<file path="src/rtl/lsu_if.sv">
// Execute-stage request, data-memory port and register-file write-back bundle
// for the load/store unit. The unit itself uses the slave view.
interface lsu_if;
  logic        req_valid;
  logic        req_ready;
  logic        req_is_store;
  logic [2:0]  req_funct3;
  logic [31:0] req_addr;
  logic [31:0] req_wdata;
  logic [4:0]  req_rd;

  logic        mem_req;
  logic        mem_we;
  logic [31:0] mem_addr;
  logic [3:0]  mem_wstrb;
  logic [31:0] mem_wdata;
  logic        mem_gnt;
  logic        mem_rvalid;
  logic [31:0] mem_rdata;

  logic [4:0]  wb_write_reg;
  logic [31:0] wb_write_data;
  logic        wb_writeEnable;

  logic        busy;
  logic        fault;

  modport slave (
    input  req_valid, req_is_store, req_funct3, req_addr, req_wdata, req_rd,
    input  mem_gnt, mem_rvalid, mem_rdata,
    output req_ready, mem_req, mem_we, mem_addr, mem_wstrb, mem_wdata,
    output wb_write_reg, wb_write_data, wb_writeEnable, busy, fault
  );

  modport master (
    output req_valid, req_is_store, req_funct3, req_addr, req_wdata, req_rd,
    output mem_gnt, mem_rvalid, mem_rdata,
    input  req_ready, mem_req, mem_we, mem_addr, mem_wstrb, mem_wdata,
    input  wb_write_reg, wb_write_data, wb_writeEnable, busy, fault
  );
endinterface

</file>
<file path="src/rtl/lsu.sv">
// Single-outstanding load/store unit: byte-lane stores, aligned/extended loads,
// one-cycle register-file write pulse. Define LSU_MISALIGN_TRAP_EN to trap misaligned accesses.
module lsu (
  input  logic clk,
  input  logic rst_n,
  lsu_if.slave bus
);
  typedef logic [31:0] word_t;
  typedef logic [4:0]  reg_addr_t;

  typedef enum logic [2:0] {IDLE, REQ, WAIT, WB, FAULT} state_e;

  state_e    state_q, state_d;
  logic      is_store_q, is_store_d;
  logic [2:0] funct3_q, funct3_d;
  word_t     addr_q, addr_d;
  word_t     wdata_q, wdata_d;
  reg_addr_t rd_q, rd_d;
  reg_addr_t wb_reg_q, wb_reg_d;
  word_t     wb_data_q, wb_data_d;

  logic [7:0]  byte_sel;
  logic [15:0] half_sel;
  word_t       load_ext;
  logic [3:0]  store_strb;
  word_t       store_data;

`ifdef LSU_MISALIGN_TRAP_EN
  logic misaligned;

  // Checked on the raw request so the trap decision is made at accept time.
  always_comb begin
    misaligned = 1'b0;
    if (bus.req_is_store) begin
      case (bus.req_funct3)
        3'b000:  misaligned = 1'b0;
        3'b001:  misaligned = bus.req_addr[0];
        3'b010:  misaligned = |bus.req_addr[1:0];
        default: misaligned = 1'b1;
      endcase
    end else begin
      case (bus.req_funct3)
        3'b000, 3'b100: misaligned = 1'b0;
        3'b001, 3'b101: misaligned = bus.req_addr[0];
        3'b010:         misaligned = |bus.req_addr[1:0];
        default:        misaligned = 1'b1;
      endcase
    end
  end
`endif

  always_comb begin
    byte_sel = bus.mem_rdata[{addr_q[1:0], 3'b000} +: 8];
    half_sel = bus.mem_rdata[{addr_q[1], 4'b0000} +: 16];
    case (funct3_q)
      3'b000:  load_ext = {{24{byte_sel[7]}}, byte_sel};
      3'b001:  load_ext = {{16{half_sel[15]}}, half_sel};
      3'b100:  load_ext = {24'b0, byte_sel};
      3'b101:  load_ext = {16'b0, half_sel};
      default: load_ext = bus.mem_rdata;
    endcase
  end

  // Unlisted store encodings fall through to a full-word write.
  always_comb begin
    case (funct3_q)
      3'b000: begin
        store_strb = 4'b0001 << addr_q[1:0];
        store_data = {4{wdata_q[7:0]}};
      end
      3'b001: begin
        store_strb = addr_q[1] ? 4'b1100 : 4'b0011;
        store_data = {2{wdata_q[15:0]}};
      end
      default: begin
        store_strb = 4'b1111;
        store_data = wdata_q;
      end
    endcase
  end

  always_comb begin
    state_d    = state_q;
    is_store_d = is_store_q;
    funct3_d   = funct3_q;
    addr_d     = addr_q;
    wdata_d    = wdata_q;
    rd_d       = rd_q;
    wb_reg_d   = wb_reg_q;
    wb_data_d  = wb_data_q;

    case (state_q)
      IDLE: begin
        if (bus.req_valid) begin
          is_store_d = bus.req_is_store;
          funct3_d   = bus.req_funct3;
          addr_d     = bus.req_addr;
          wdata_d    = bus.req_wdata;
          rd_d       = bus.req_rd;
`ifdef LSU_MISALIGN_TRAP_EN
          state_d    = misaligned ? FAULT : REQ;
`else
          state_d    = REQ;
`endif
        end
      end
      REQ: begin
        if (bus.mem_gnt) begin
          if (is_store_q) begin
            state_d = IDLE;
          end else if (bus.mem_rvalid) begin
            wb_data_d = load_ext;
            wb_reg_d  = rd_q;
            state_d   = WB;
          end else begin
            state_d = WAIT;
          end
        end
      end
      WAIT: begin
        if (bus.mem_rvalid) begin
          wb_data_d = load_ext;
          wb_reg_d  = rd_q;
          state_d   = WB;
        end
      end
      WB:      state_d = IDLE;
      FAULT:   state_d = IDLE;
      default: state_d = IDLE;
    endcase
  end

  always_ff @(posedge clk or negedge rst_n) begin
    if (!rst_n) begin
      state_q    <= IDLE;
      is_store_q <= 1'b0;
      funct3_q   <= '0;
      addr_q     <= '0;
      wdata_q    <= '0;
      rd_q       <= '0;
      wb_reg_q   <= '0;
      wb_data_q  <= '0;
    end else begin
      state_q    <= state_d;
      is_store_q <= is_store_d;
      funct3_q   <= funct3_d;
      addr_q     <= addr_d;
      wdata_q    <= wdata_d;
      rd_q       <= rd_d;
      wb_reg_q   <= wb_reg_d;
      wb_data_q  <= wb_data_d;
    end
  end

  // Memory-side fields come only from latched state, so they hold while mem_req waits for grant.
  assign bus.req_ready      = (state_q == IDLE);
  assign bus.busy           = (state_q != IDLE);
  assign bus.mem_req        = (state_q == REQ);
  assign bus.mem_we         = is_store_q;
  assign bus.mem_addr       = {addr_q[31:2], 2'b00};
  assign bus.mem_wstrb      = is_store_q ? store_strb : 4'b0000;
  assign bus.mem_wdata      = store_data;
  assign bus.wb_write_reg   = wb_reg_q;
  assign bus.wb_write_data  = wb_data_q;
  assign bus.wb_writeEnable = (state_q == WB) && (rd_q != '0);
`ifdef LSU_MISALIGN_TRAP_EN
  assign bus.fault          = (state_q == FAULT);
`else
  assign bus.fault          = 1'b0;
`endif
endmodule

</file>
<file path="src/flat_wrapper.sv">
// flat-port wrapper written by rule: the top's interface ports become plain ports
module lsu_flat 
  (clk, rst_n, bus_req_valid, bus_req_is_store, bus_req_funct3, bus_req_addr, bus_req_wdata, bus_req_rd, bus_mem_gnt, bus_mem_rvalid, bus_mem_rdata, bus_req_ready, bus_mem_req, bus_mem_we, bus_mem_addr, bus_mem_wstrb, bus_mem_wdata, bus_wb_write_reg, bus_wb_write_data, bus_wb_writeEnable, bus_busy, bus_fault);
  lsu_if bus_i ();
  input  logic clk;
  input  logic rst_n;
  input wire logic [$bits(bus_i.req_valid)-1:0] bus_req_valid;
  input wire logic [$bits(bus_i.req_is_store)-1:0] bus_req_is_store;
  input wire logic [$bits(bus_i.req_funct3)-1:0] bus_req_funct3;
  input wire logic [$bits(bus_i.req_addr)-1:0] bus_req_addr;
  input wire logic [$bits(bus_i.req_wdata)-1:0] bus_req_wdata;
  input wire logic [$bits(bus_i.req_rd)-1:0] bus_req_rd;
  input wire logic [$bits(bus_i.mem_gnt)-1:0] bus_mem_gnt;
  input wire logic [$bits(bus_i.mem_rvalid)-1:0] bus_mem_rvalid;
  input wire logic [$bits(bus_i.mem_rdata)-1:0] bus_mem_rdata;
  output wire logic [$bits(bus_i.req_ready)-1:0] bus_req_ready;
  output wire logic [$bits(bus_i.mem_req)-1:0] bus_mem_req;
  output wire logic [$bits(bus_i.mem_we)-1:0] bus_mem_we;
  output wire logic [$bits(bus_i.mem_addr)-1:0] bus_mem_addr;
  output wire logic [$bits(bus_i.mem_wstrb)-1:0] bus_mem_wstrb;
  output wire logic [$bits(bus_i.mem_wdata)-1:0] bus_mem_wdata;
  output wire logic [$bits(bus_i.wb_write_reg)-1:0] bus_wb_write_reg;
  output wire logic [$bits(bus_i.wb_write_data)-1:0] bus_wb_write_data;
  output wire logic [$bits(bus_i.wb_writeEnable)-1:0] bus_wb_writeEnable;
  output wire logic [$bits(bus_i.busy)-1:0] bus_busy;
  output wire logic [$bits(bus_i.fault)-1:0] bus_fault;
  assign bus_i.req_valid = bus_req_valid;
  assign bus_i.req_is_store = bus_req_is_store;
  assign bus_i.req_funct3 = bus_req_funct3;
  assign bus_i.req_addr = bus_req_addr;
  assign bus_i.req_wdata = bus_req_wdata;
  assign bus_i.req_rd = bus_req_rd;
  assign bus_i.mem_gnt = bus_mem_gnt;
  assign bus_i.mem_rvalid = bus_mem_rvalid;
  assign bus_i.mem_rdata = bus_mem_rdata;
  assign bus_req_ready = bus_i.req_ready;
  assign bus_mem_req = bus_i.mem_req;
  assign bus_mem_we = bus_i.mem_we;
  assign bus_mem_addr = bus_i.mem_addr;
  assign bus_mem_wstrb = bus_i.mem_wstrb;
  assign bus_mem_wdata = bus_i.mem_wdata;
  assign bus_wb_write_reg = bus_i.wb_write_reg;
  assign bus_wb_write_data = bus_i.wb_write_data;
  assign bus_wb_writeEnable = bus_i.wb_writeEnable;
  assign bus_busy = bus_i.busy;
  assign bus_fault = bus_i.fault;
  lsu u_core (.clk(clk), .rst_n(rst_n), .bus(bus_i));
endmodule
</file>
<file path="config.mk">
export PLATFORM = sky130hd
export DESIGN_NAME = lsu_flat
export DESIGN_NICKNAME = d
export VERILOG_FILES = /design/src/rtl/lsu_if.sv /design/src/rtl/lsu.sv /design/src/flat_wrapper.sv
export SDC_FILE = /design/constraint.sdc
export NUM_CORES = 1
export LEC_CHECK = 0
export CORE_MARGIN = 1
export CORE_UTILIZATION = 47
export DETAILED_ROUTE_END_ITERATION = 16
export PLACE_DENSITY = 0.86
export RECOVER_POWER = 100
export SETUP_SLACK_MARGIN = 0.5
export SLEW_MARGIN = 10
export SYNTH_ARGS = -nofsm -noshare
export SYNTH_HDL_FRONTEND = slang
export SYNTH_SLANG_ARGS = --single-unit
</file>
<file path="constraint.sdc">
create_clock -name clk -period 4.1 [get_ports clk]
set_input_delay 0.41 -clock clk [delete_from_list [all_inputs] [get_ports clk]]
set_output_delay 0.41 -clock clk [all_outputs]
set_load 0.01 [all_outputs]
</file>
==> results of run 1 <==
-- power by group through the flow --
stage | combinational [mW] | clock (mW) | sequential [mW]
2_1_floorplan | 1.92 | 0 | 2.00
3_3_place_gp | 3.20 | 0 | 2.09
3_5_place_dp | 3.25 | 0 | 2.12
4_1_cts | 3.27 | 0.894 | 2.10
5_1_grt | 3.29 | 0.939 | 2.16
6_report | 3.02 | 0.878 | 2.08
-- routing by layer --
layer	vias up	share of wire [%]	wire length [um]
met3	26	9.9	1460
met1	2077	39	5680
met4	0	2.4	349
met2	200	49	7260
li1	1999	-	-
met5	-	0	0
-- worst register-to-register path: cells and delay by family, from the launching register on --
family	cells	cell delay, ns
buffers and inverters	1	0.48
AND/OR/NAND/NOR	1	0.28
AO/OA/AOI/OAI	2	1.40
flip-flops	1	0.49
-- kinds of logic after synthesis --
kind of cell,after synthesis,synth area share (%)
other,1,0.0685
AO/OA/AOI/OAI,64,6.63
flip-flops,112,51.2
AND/OR/NAND/NOR,133,11.6
multiplexers,106,21.7
buffers and inverters,75,8.78
-- layout make-up --
type / instances / area (um2) / share of cell area (%)
well taps: 143 / 179 / 2.32
flip-flops and latches: 112 / 2800 / 36.4
clock inverters: 5 / 56.3 / 0.730
inverters: 5 / 18.8 / 0.243
repair buffers: 225 / 2220 / 28.7
multi-input cells: 306 / 2190 / 28.5
clock buffers: 11 / 243 / 3.15
-- path summary, 6_finish.rpt --
| path | startpoint | to | slack (ns) | depth (start not counted) |
|---|---|---|---|---|
| max | u_core.funct3_q[1] | bus_mem_wdata[16] | 0.68 | 4 |
| min | u_core.bus.wb_write_data[9] | u_core.bus.wb_write_data[9] | 0.48 | 2 |
| max reg2reg | u_core.bus.mem_we | u_core.bus.wb_write_data[13] | 1.32 | 4 |
| min reg2reg | u_core.bus.wb_write_data[9] | u_core.bus.wb_write_data[9] | 0.48 | 2 |
| max in group asynchronous | rst_n | u_core.addr_q[0] | 1.54 | 3 |
| min in group asynchronous | rst_n | u_core.addr_q[2] | 0.78 | 2 |
-- metrics by stage --
| stage | instance area, um2 | hold slack, ns | utilization [%] | total power [mW] |
|---|---|---|---|---|
| 2_1_floorplan | 5480 | 0.114 | - | 3.92 |
| 3_3_place_gp | 7420 | 0.291 | 65.3 | 5.28 |
| 3_5_place_dp | 7420 | 0.300 | 65.3 | 5.36 |
| 4_1_cts | 7730 | 0.482 | 68.0 | 6.27 |
| 5_1_grt | 7710 | 0.496 | 67.8 | 6.38 |
| 6_report | 7710 | 0.479 | 67.8 | 5.98 |
-- synthesized netlist by cell type, types with 2 or more instances --
library cell,n
inv_1,4
nand2b_1,3
buf_1,2
o21ai_0,28
or3_1,7
mux2_2,90
a21oi_1,18
and2_1,4
buf_4,47
clkbuf_1,11
nor2_1,14
dfrtp_1,112
nand2_1,54
mux2i_1,15
nand3_1,33
o22ai_1,8
or2_2,2
nor2b_1,10
buf_2,9
-- timing repair --
action	in CTS	in global routing
hold buffers	1	0
endpoints found under the hold margin	17	0
resized for setup	0	0
setup buffers	0	0
==> run summary, run 1 <==
The routing usage on met3 came out at 7.47%. In the synthesized netlist, the number of instances is 491. OpenSTA, run right after detailed placement, puts the worst setup slack at 1.33 ns. During synthesis, Yosys emitted a total of 0 warnings. For the number of antenna diodes, the log shows 0.

The checks that failed: design-rule violations, max-capacitance violations, max-slew violations. The clock tree synthesis step divided the H-tree into 3 levels. No sink is reached through more buffers than the 2 on the longest clock path. Effective utilization at floorplan: 48.1%. The maximum fanout count along the critical path is 27.

The run finished, with violations left. The total clock buffers created by CTS was 9. The biggest area consumer among synthesized cells was dfrtp_1.

The number of routed nets with antenna violations is 0, and the detail-routed via count per cell is 5.33. The final worst clock skew came out at 0.00680 ns. Once placement completed, the tool counted placed cells totaling 790. After floorplanning, the core was sized to cover 0.0114 mm2. Subtracting the final worst setup slack from the clock period gives 3.42 ns. Most common cell after layout, fill and taps aside: clkdlybuf4s50_1. In the layout the commonest cells are clkdlybuf4s50_1 (114), dfrtp_1 (112), dlygate4sd3_1 (103). Ranked by total cell area, the synthesized netlist is headed by dfrtp_1 (51%), mux2_2 (19%), buf_4 (6.4%). Walking the worst path, the cells encountered are nor2_1 -> clkbuf_1 -> mux2_2 -> dlygate4sd3_1. The netlist area before placement was 0.00547 mm2; the detailed-route via count was 4302.

The clock edge transition at the registers on the reported setup and hold paths works out to 0.07 ns. Adding up every negative setup slack in the final design gives 0 ns. Averaged over all synthesized cells, the footprint is 11.1 um2. In the global route stage, met1 resource usage came out at 30.0%. For the sequential-to-total area share from yosys stat, the log shows 51.2%.

Number of antenna violations at the first check in global routing: 0. The die covers 0.0121 mm2. The run gives 221 as the I/O pin count.

After global routing the overflow that remains totals 0. The iteration-0 DRC count of the detailed router was 235; the total power per unit cell area was 776 mW/mm2. The number of setup violations in the final report was 0. The setup path with the least slack is of type reg -> out. Entering global routing, the biggest net connects 76 pins.

IR analysis of the VDD net gives a maximum drop of 0.000405 V. The post-route non-filler standard cell count was 807. The clock insertion delay at the later pin of the skew report is 0.34 ns, and the total internal power is 3.81 mW.

Busiest layer in global routing: met2. The leakage component of the power was 3.30 nW; the total track usage was 25.3%. Setup repair after global routing left no endpoint under its margin. The share of post-route cells with drive strength above 1 was 17.3%.

Once routing completed, OpenROAD measured the worst setup slack at 0.679 ns. Family with the most delay on the worst path: buffers and inverters. For the number of clock sinks, the log shows 112.

The tools report the combinational share of power as 50.5%. The flop and latch count out of synthesis was 112. The kind of end point of the critical path is an output port.

From synthesis to final layout, the design area changed by 40.9%. Of all flip-flops after synthesis, the portion carrying an async set or reset was 100%. After detailed routing, the average wire length per cell comes to 18.3 um. The arrival time of the worst setup path was 3.01 ns; the sum of buffers and inverters on the critical path was 2. TritonCTS built the clock tree. In this run, synthesis inferred 0 flip-flops with an integrated enable.

The switching part of the total was 36.2%; the fraction of met2 tracks used by global routing was 43.3%. The pre-antenna-repair detailed-routing pass consisted of 10 iterations. The main flop type after synthesis is dfrtp_1. The worst-case headroom to the max-slew limit was -13.5%.

The type of the tightest min-delay check was reg -> reg. Detailed placement ended at an HPWL of 11000 um. The portion of total power attributed to the clock network was 14.7%. The tree is rooted in a clkbuf_16. The logs give 91 for the total count of max-transition violations in the final report and 39 for the floorplan row count. After filler insertion, the fill cell instance count of the layout stands at 891. At the end of routability-driven placement, the weighted congestion stood at 0.895. The first-pass GRT wire length is 22800 um. For the peak clock frequency supported by timing, the log shows 0.292 GHz. The logs give 4378 for the via count of the first global-routing pass and 34.8% for the portion of total power attributed to sequential cells.

Peak per-stage delay on the critical path: 0.98 ns. The required time reported for the critical path endpoint was 3.69 ns. After synthesis, the netlist uses 39 different library cells. The x dimension of the die came out at 110 um. The nature of the critical path startpoint is a flop.

In the finished design, the share of the clock period the worst path needs comes to 83.4%. The floorplan step set the die height to 110 um. The analysis attributes to net switching a power of 2.17 mW. The max-cap check violation count was 2.

The largest individual stage delay along the critical path comes from the cell clkbuf_1. The final wirelength is 14700 um. For the pin with the worst max-slew slack, the measured transition is 1.70 ns. The portion of synthesized cell area occupied by the leading cell type works out to 51.2%.

Buffers placed on the I/O ports in this run total 217. The layout net count was 769; the remaining design rule violation count was 2. The run gives 0 as the number of endpoints with negative hold slack in the final report.
No activity file was read; power rests on OpenSTA's default activity.
==> run 2: changes to the inputs <==
CORE_UTILIZATION = 39   (was 47)
PLACE_DENSITY = 0.76   (was 0.86)
clock period = 3 ns   (was 4.1 ns; I/O delays follow)
==> run 2 against run 1 <==
  * The flow finishes with violations (max-capacitance violations, max-slew violations)
  * Clock power up 33%
  * Total power up 39%
  * Hold slack better by 0.0022 ns
  * Critical path depth stayed put
  * Die area increased by 20%
  * Final cell count up 4.1%
  * Largest power group unchanged
  * Wire length grew 0.30%
  * Final area increased by 1.4%
  * First-iteration DRC count increased by 15%
  * Via count decreased by 0.19%
  * Clock skew up 0.0055 ns
  * Sequential power grew 37%
  * Critical path type unchanged
==> run summary, run 2 (synthesis results as in run 1) <==
The number of endpoints with negative hold slack in the final report is 0 (unchanged). Setup repair after global routing could not meet its margin everywhere. The number of clock sinks is 112 (unchanged), and the number of setup violations in the final report is 0 (unchanged). Derived from the worst setup path, the maximum achievable clock frequency is 0.379 GHz. The top cell types in the final layout, fill and taps aside, are clkdlybuf4s50_1 (129), dfrtp_1 (111), mux2_2 (89). The final reports fail on max-capacitance violations, max-slew violations. The logs give 840 (+4.1%) for the post-route non-filler standard cell count and 4 (-6) for the number of detailed-route iterations in the first pass.

The run finished, with violations left. The type of the worst setup path is reg -> out. The effective utilization at floorplan came out at 40.7% (-7.5 points). The die height was 120 um (+9.6%).

The maximum number of pins on one net before global-route repair was 79 (+3.9%); the final worst clock skew was 0.0123 ns (+0.00553 ns). The met1 global-route usage was 26.1% (-3.9 points). The tools report the clock insertion delay at the later pin of the skew report as 0.36 ns (+0.02 ns). The maximum fanout count along the critical path came out at 19 (-30%). The logs give 221 (unchanged) for the I/O pin count and 0.000676 V (+67%) for the maximum VDD drop. The run gives 0.851 (-4.9%) as the placer congestion estimate.

The overall die area was 0.0145 mm2 (+20%); the total track usage was 21.3% (-4.0 points). The layer flagged by global routing as most heavily used is met2. The post-route fraction of the period consumed by the critical path was 87.9%. The required time reported for the critical path endpoint is 2.70 ns (-0.99 ns). The routed wirelength normalized by instance count is 17.6 um (-3.6%). Kind of end point of the critical path: an output port. The worst-case headroom to the max-slew limit is -31.4% (-18 points), and the first-pass GRT wire length is 23600 um (+3.6%).

The run gives 0.52 ns (-0.80 ns) as the register-to-register path setup slack. Max-cap check violation count: 1 (-1). The tools report the arrival time of the worst setup path as 2.34 ns (-0.67 ns).

The tools report the nature of the critical path startpoint as a flop. The tools report the number of routed nets with antenna violations as 0 (unchanged). The number of port buffers is 217 (unchanged).

The tools report the count of filler cells inserted in the layout as 1145 (+29%). The run gives 270 (+15%) as the iteration-0 DRC count of the detailed router. The tools report the layout net count as 771 (+0.26%). Number of antenna violations at the first check in global routing: 0 (unchanged). X dimension of the die: 120 um (+9.6%). The tools report the largest buffer count on any clock path as 2 (unchanged). The slew at the pin with the worst max-slew slack works out to 1.97 ns (+0.270 ns). Compared with the post-synthesis result, the final layout area differs by 42.9%. The detailed-route via count came out at 4294 (-0.19%).

The share of post-route cells with drive strength above 1 was 17.8% (+0.45 points). The post-DP HPWL was 10900 um (-0.26%); the leakage component of the power was 3.32 nW (+0.62%). The library cell used most frequently in the layout, excluding fill and tap cells, is clkdlybuf4s50_1. TritonCTS built the clock tree. The fraction of met2 tracks used by global routing was 34.9% (-8.3 points). The smallest hold slack came out at 0.481 ns (+0.00224 ns).

The run gives 0.0135 mm2 (+18%) as the core area. The total count of max-transition violations in the final report is 35 (-62%), and the number of antenna diodes is 0 (unchanged). Subtracting the final worst setup slack from the clock period gives 2.64 ns.

The type of the tightest min-delay check is reg -> reg. The total power per unit cell area is 1060 mW/mm2 (+37%), and the final wirelength is 14800 um (+0.30%). For the H-tree depth, the log shows 3 (unchanged).

The routing usage on met3 was 6.89% (-0.58 points); the remaining design rule violation count was 0 (-2). The tools report the remaining global-route overflow as 0 (unchanged). The detail-routed via count per cell is 5.11 (-4.1%), and the via count of the first global-routing pass is 4428 (+1.1%).

The root buffer cell chosen for the clock tree is clkbuf_16. The tools report the setup total negative slack as 0 ns (unchanged). The number of placed cells counting well taps came out at 824 (+4.3%). The clock edge transition at the registers on the reported setup and hold paths is 0.07 ns (about the same). The floorplan row count came out at 42 (+7.7%). The total clock buffers created by CTS was 9 (unchanged).
-- run 2: final cells by class --
type	count	area (um2)	share of cell area (%)
Clock buffer	10	229	2.93
Clock inverter	4	47.5	0.608
Inverter	5	18.8	0.240
Multi-Input combinational cell	306	2200	28.2
Sequential cell	112	2810	35.9
Tap cell	176	220	2.82
Timing Repair Buffer	227	2290	29.3
-- run 2: final timing paths --
kind | end | from | depth (start not counted)
min | u_core.bus.wb_write_data[8] | u_core.bus.wb_write_data[8] | 2
max | bus_mem_wdata[11] | u_core.funct3_q[0] | 4
min reg2reg | u_core.bus.wb_write_data[8] | u_core.bus.wb_write_data[8] | 2
min in group asynchronous | u_core.bus.wb_write_data[30] | rst_n | 2
max in group asynchronous | u_core.funct3_q[2] | rst_n | 3
max reg2reg | u_core.addr_q[7] | u_core.state_q[0] | 5
-- run 2: worst max-delay path, stage by stage (launching register included) --
cell and delay [ns]:
dfrtp_1 0.61, nor3_4 0.29, buf_12 0.15, mux2_2 0.32, dlygate4sd3_1 0.61
-- run 2: where the power goes --
part / internal [mW] / switching, mW
logic: 2.43 / 1.86
registers: 2.25 / 0.583
clock network: 0.636 / 0.533
-- run 2: metrics by stage --
step                total power, mW  utilization, %  instance area, um2  setup slack, ns
finish                         8.29            58.1                7820            0.364
detailed placement             7.40            55.9                7520            0.525
global placement               7.29            55.9                7520            0.622
floorplan                      5.36               -                5480             1.22
CTS                            8.66            58.3                7840            0.486
global route                   8.85            58.1                7820            0.249
-- run 2: per-layer routing --
metal	up-vias	part of all wire, %
met1	2078	41
met5	-	0
li1	1995	-
met2	202	48
met3	19	9.8
met4	0	1.9
-- run 2: repair_timing --
| action | CTS | global route |
|---|---|---|
| endpoints found under the hold margin | 34 | 0 |
| hold buffers | 1 | 0 |
| pin swaps | 1 | 0 |
| resized for setup | 3 | 3 |
| setup buffers | 1 | 0 |
| setup endpoints to repair | 17 | 15 |
==> run 3: changes to the inputs <==
ABC_AREA = 1   (was default)
CORE_UTILIZATION = 40   (was 39)
CTS_CLUSTER_DIAMETER = 80   (was default)
PLACE_DENSITY = 0.78   (was 0.76)
==> run 3 against run 2 <==
  * The flow still finishes with violations (max-capacitance violations, max-slew violations)
  * Wire length fell by 0.11%
  * Synthesized area rose by 2.0%
  * Synthesized cell count rose by 27%
  * First-iteration DRC count fell by 1.5%
  * Sequential share of layout area fell by 0.19 points
  * Register-to-register slack improved by 0.11 ns
  * Via count rose by 8.7%
  * Clock skew fell by 0.0044 ns
  * Critical path type unchanged
==> run summary, run 3 <==
The logs give 0.387 GHz (+2.1%) for the peak clock frequency supported by timing and 10700 um (-2.2%) for the post-DP HPWL. The type of the worst setup path is reg -> out. From synthesis to final layout, the design area changed by 40.7%.

The worst-case headroom to the max-slew limit was -11.3% (+20 points). The worst setup path is captured at an output port. The synthesized instance count is 624 (+27%), and the clock edge transition at the registers on the reported setup and hold paths is 0.07 ns (about the same). The setup total negative slack was 0 ns (unchanged); the least setup slack across all paths after layout was 0.418 ns (+0.0539 ns). Number of cells on the worst reg-to-reg path: 4 (-1).

The total track usage was 21.5% (+0.18 points); the floorplan row count was 42 (unchanged). The number of setup violations in the final report was 0 (unchanged). The arrival time of the worst setup path is 2.28 ns (-0.06 ns). The number of antenna violations at the first check in global routing came out at 0 (unchanged). The biggest area consumer among synthesized cells was dfrtp_1. The total count of max-transition violations in the final report came out at 64 (+83%). The top cell types in the final layout, fill and taps aside, are nand2_1 (176), clkdlybuf4s50_1 (118), dfrtp_1 (111).

The slew at the pin with the worst max-slew slack is 1.67 ns (-0.302 ns). The number of antenna diodes was 0 (unchanged); the via count of the first global-routing pass was 4577 (+3.4%). The share of the synthesized area in compound gates (AO/OA/AOI/OAI) is 6.86% (+0.23 points). The peak per-stage delay on the critical path is 0.51 ns (-0.10 ns). By count the netlist is led by nand2_1 (173), dfrtp_1 (112), nor2_1 (69). The adder and majority gate portion of the synthesized area was 0% (unchanged).

The maximum VDD drop is 0.000641 V (-5.2%), and the x dimension of the die is 120 um (-0.29%). TritonCTS built the clock tree. The tools report the overall die area as 0.0144 mm2 (-0.57%).

Maximum fanout count along the critical path: 22 (+3). The flow ran to the end, but the final reports show violations. The tools report the leakage component of the power as 3.62 nW (+8.8%).

By area the synthesized netlist is led by dfrtp_1 (50%), mux2_2 (12%), nand2_1 (12%). The nature of the critical path startpoint is a flop. The H-tree depth was 3 (unchanged). The max-cap check violation count is 1 (unchanged). Share of post-route cells with drive strength above 1: 11.4% (-6.4 points). Walking the worst path, the cells encountered are inv_4 -> nand2_8 -> nor2_1 -> o21ai_0 -> clkdlybuf4s50_1.

Among cell families on the critical path, the largest total delay comes from buffers and inverters. Main flop type after synthesis: dfrtp_1. The final wirelength was 14800 um (-0.11%). For the clock insertion delay at the later pin of the skew report, the log shows 0.36 ns (about the same).

For the effective utilization at floorplan, the log shows 41.6% (+0.96 points). The I/O pin count is 221 (unchanged), and the yosys synthesis warning count is 0 (unchanged). The netlist area before placement was 0.00558 mm2 (+2.0%); the placer congestion estimate was 0.817 (-4.0%). The run gives 0.00795 ns (-0.00438 ns) as the final worst clock skew.

The logs give 0.0134 mm2 (-0.39%) for the core area and 0 (-1) for the cts-stage hold buffer count. For the remaining global-route overflow, the log shows 0 (unchanged). The post-synthesis xor/xnor area fraction works out to 0% (unchanged). The average footprint of a synthesized cell is 8.94 um2 (-20%). The number of enable flip-flop cells after synthesis was 0 (unchanged); the remaining design rule violation count was 0 (unchanged). The layout net count is 906 (+18%), and the number of port buffers is 217 (unchanged).

The simple-gate portion of the synthesized area was 20.2% (+8.6 points). The path class of the tightest hold or removal check is in -> async. The portion of netlist area occupied by mux cells is 11.7% (-10 points), and the fraction of synthesis flops using an asynchronous set or reset pin is 100% (unchanged).

The run gives 23900 um (+1.3%) as the first-pass GRT wire length. The final reports fail on max-capacitance violations, max-slew violations. The tools report the iteration-0 DRC count of the detailed router as 266 (-1.5%). The die height was 120 um (-0.29%); the pre-CTS worst setup slack was 0.726 ns (+0.201 ns). The master of the slowest instance on the critical path is clkdlybuf4s50_1. The routed wirelength normalized by instance count is 15.1 um (-14%).

The detail-routed via count per cell is 4.78 (-6.5%). For the maximum number of pins on one net before global-route repair, the log shows 65 (-18%). Setup repair after global routing left no endpoint under its margin.

The sum of buffers and inverters on the critical path came out at 2 (unchanged). Cell with the most instances after synthesis: nand2_1. The total power per unit cell area was 1020 mW/mm2 (-4.1%). The run gives 112 (unchanged) as the number of clock sinks. The number of endpoints with negative hold slack in the final report was 0 (unchanged).

The tools report the required time reported for the critical path endpoint as 2.70 ns (about the same). The most common cell after layout, fill and taps aside is nand2_1. The time the worst path needs with I/O delays and setup was 2.58 ns (-0.0539 ns). The cell sitting at the root of the clock tree is a clkbuf_16. The run gives 4 (unchanged) as the number of detailed-route iterations in the first pass. After synthesis, the largest family of logic cells by area is simple AND/OR/NAND/NOR gates.

The post-route fraction of the period consumed by the critical path is 86.1% (-1.8 points), and the unique cell type count in the Yosys netlist is 26 (-33%). The number of gates on the worst path with buffers counted is 5 (+1). The flop and latch count out of synthesis is 112 (unchanged). The power consumption was 7.98 mW (-3.7%). The total clock buffers created by CTS was 9 (unchanged). The number of routed nets with antenna violations is 0 (unchanged), and the largest buffer count on any clock path is 2 (unchanged).

The sequential-to-total area share from yosys stat was 50.2% (-0.99 points). The portion of synthesized cell area occupied by the leading cell type was 50.2% (-0.99 points); the detailed-route via count was 4668 (+8.7%).
[run 3: cell types whose count changed in the layout (fill, tap and decap cells not counted), moves of 10 or more]
cell	delta
nor2b_1	-10
inv_1	+29
mux2_2	-31
nor2_1	+57
nand2_1	+122
mux2i_1	-15
a21oi_1	+16
nand3_1	-16
clkdlybuf4s50_1	-11
[run 3: cells by family after synthesis]
| group | after synthesis |
|---|---|
| flops | 112 |
| simple gates | 272 |
| compound gates | 71 |
| buf+inv | 110 |
| other cells | 1 |
| mux | 58 |
[run 3: routing by layer]
metal  vias to the layer above  part of all wire (%)  global-route usage [%]
met4                         0                   1.7                    7.73
met5                         -                     0                       0
met3                        20                   8.3                    5.89
met1                      2166                    43                    27.2
li1                       2301                     -                       -
met2                       181                    47                    34.9
[run 3: final timing paths]
kind / startpoint / endpoint / slack, ns
worst max-delay path: u_core.funct3_q[1] / bus_mem_wdata[8] / 0.42
worst min-delay path: rst_n / u_core.bus.wb_write_data[16] / 0.37
worst max register to register: u_core.state_q[0] / u_core.addr_q[6] / 0.63
worst min register to register: u_core.bus.wb_write_data[10] / u_core.bus.wb_write_data[10] / 0.48
max in group asynchronous: rst_n / u_core.addr_q[1] / 1.54
min in group clk: u_core.bus.wb_write_data[10] / u_core.bus.wb_write_data[10] / 0.48
[run 3: area by class of cell]
| class | count | area (um2) |
|---|---|---|
| Fill cell | 1239 | 5550 |
| Sequential cell | 112 | 2800 |
| Tap cell | 176 | 220 |
| Clock inverter | 4 | 30.0 |
| Clock buffer | 12 | 246 |
| Inverter | 39 | 149 |
| Multi-Input combinational cell | 405 | 2170 |
| Timing Repair Buffer | 229 | 2230 |
[run 3: power by group]
part	internal, mW	leakage (nW)	switching [mW]
Clock	0.588	0.121	0.557
Combinational	2.05	2.19	2.03
Sequential	2.27	1.31	0.477
Total	4.91	3.62	3.07
[run 3: timing repair]
action,4_1_cts,5_1_grt
cloned,1,0
endpoints found under the setup margin,17,5
setup buffers,2,0
pin swaps,2,1
resized for setup,3,2
[run 3: stage by stage]
stage               hold WS (ns)  instances  util [%]  area, um2
floorplan                0.00441        626         -       5590
detailed placement         0.466        958      56.8       7600
global placement           0.466        958      56.8       7600
CTS                       0.0845        977      59.1       7920
finish                     0.365        977      58.6       7850
global route               0.502        977      58.6       7850
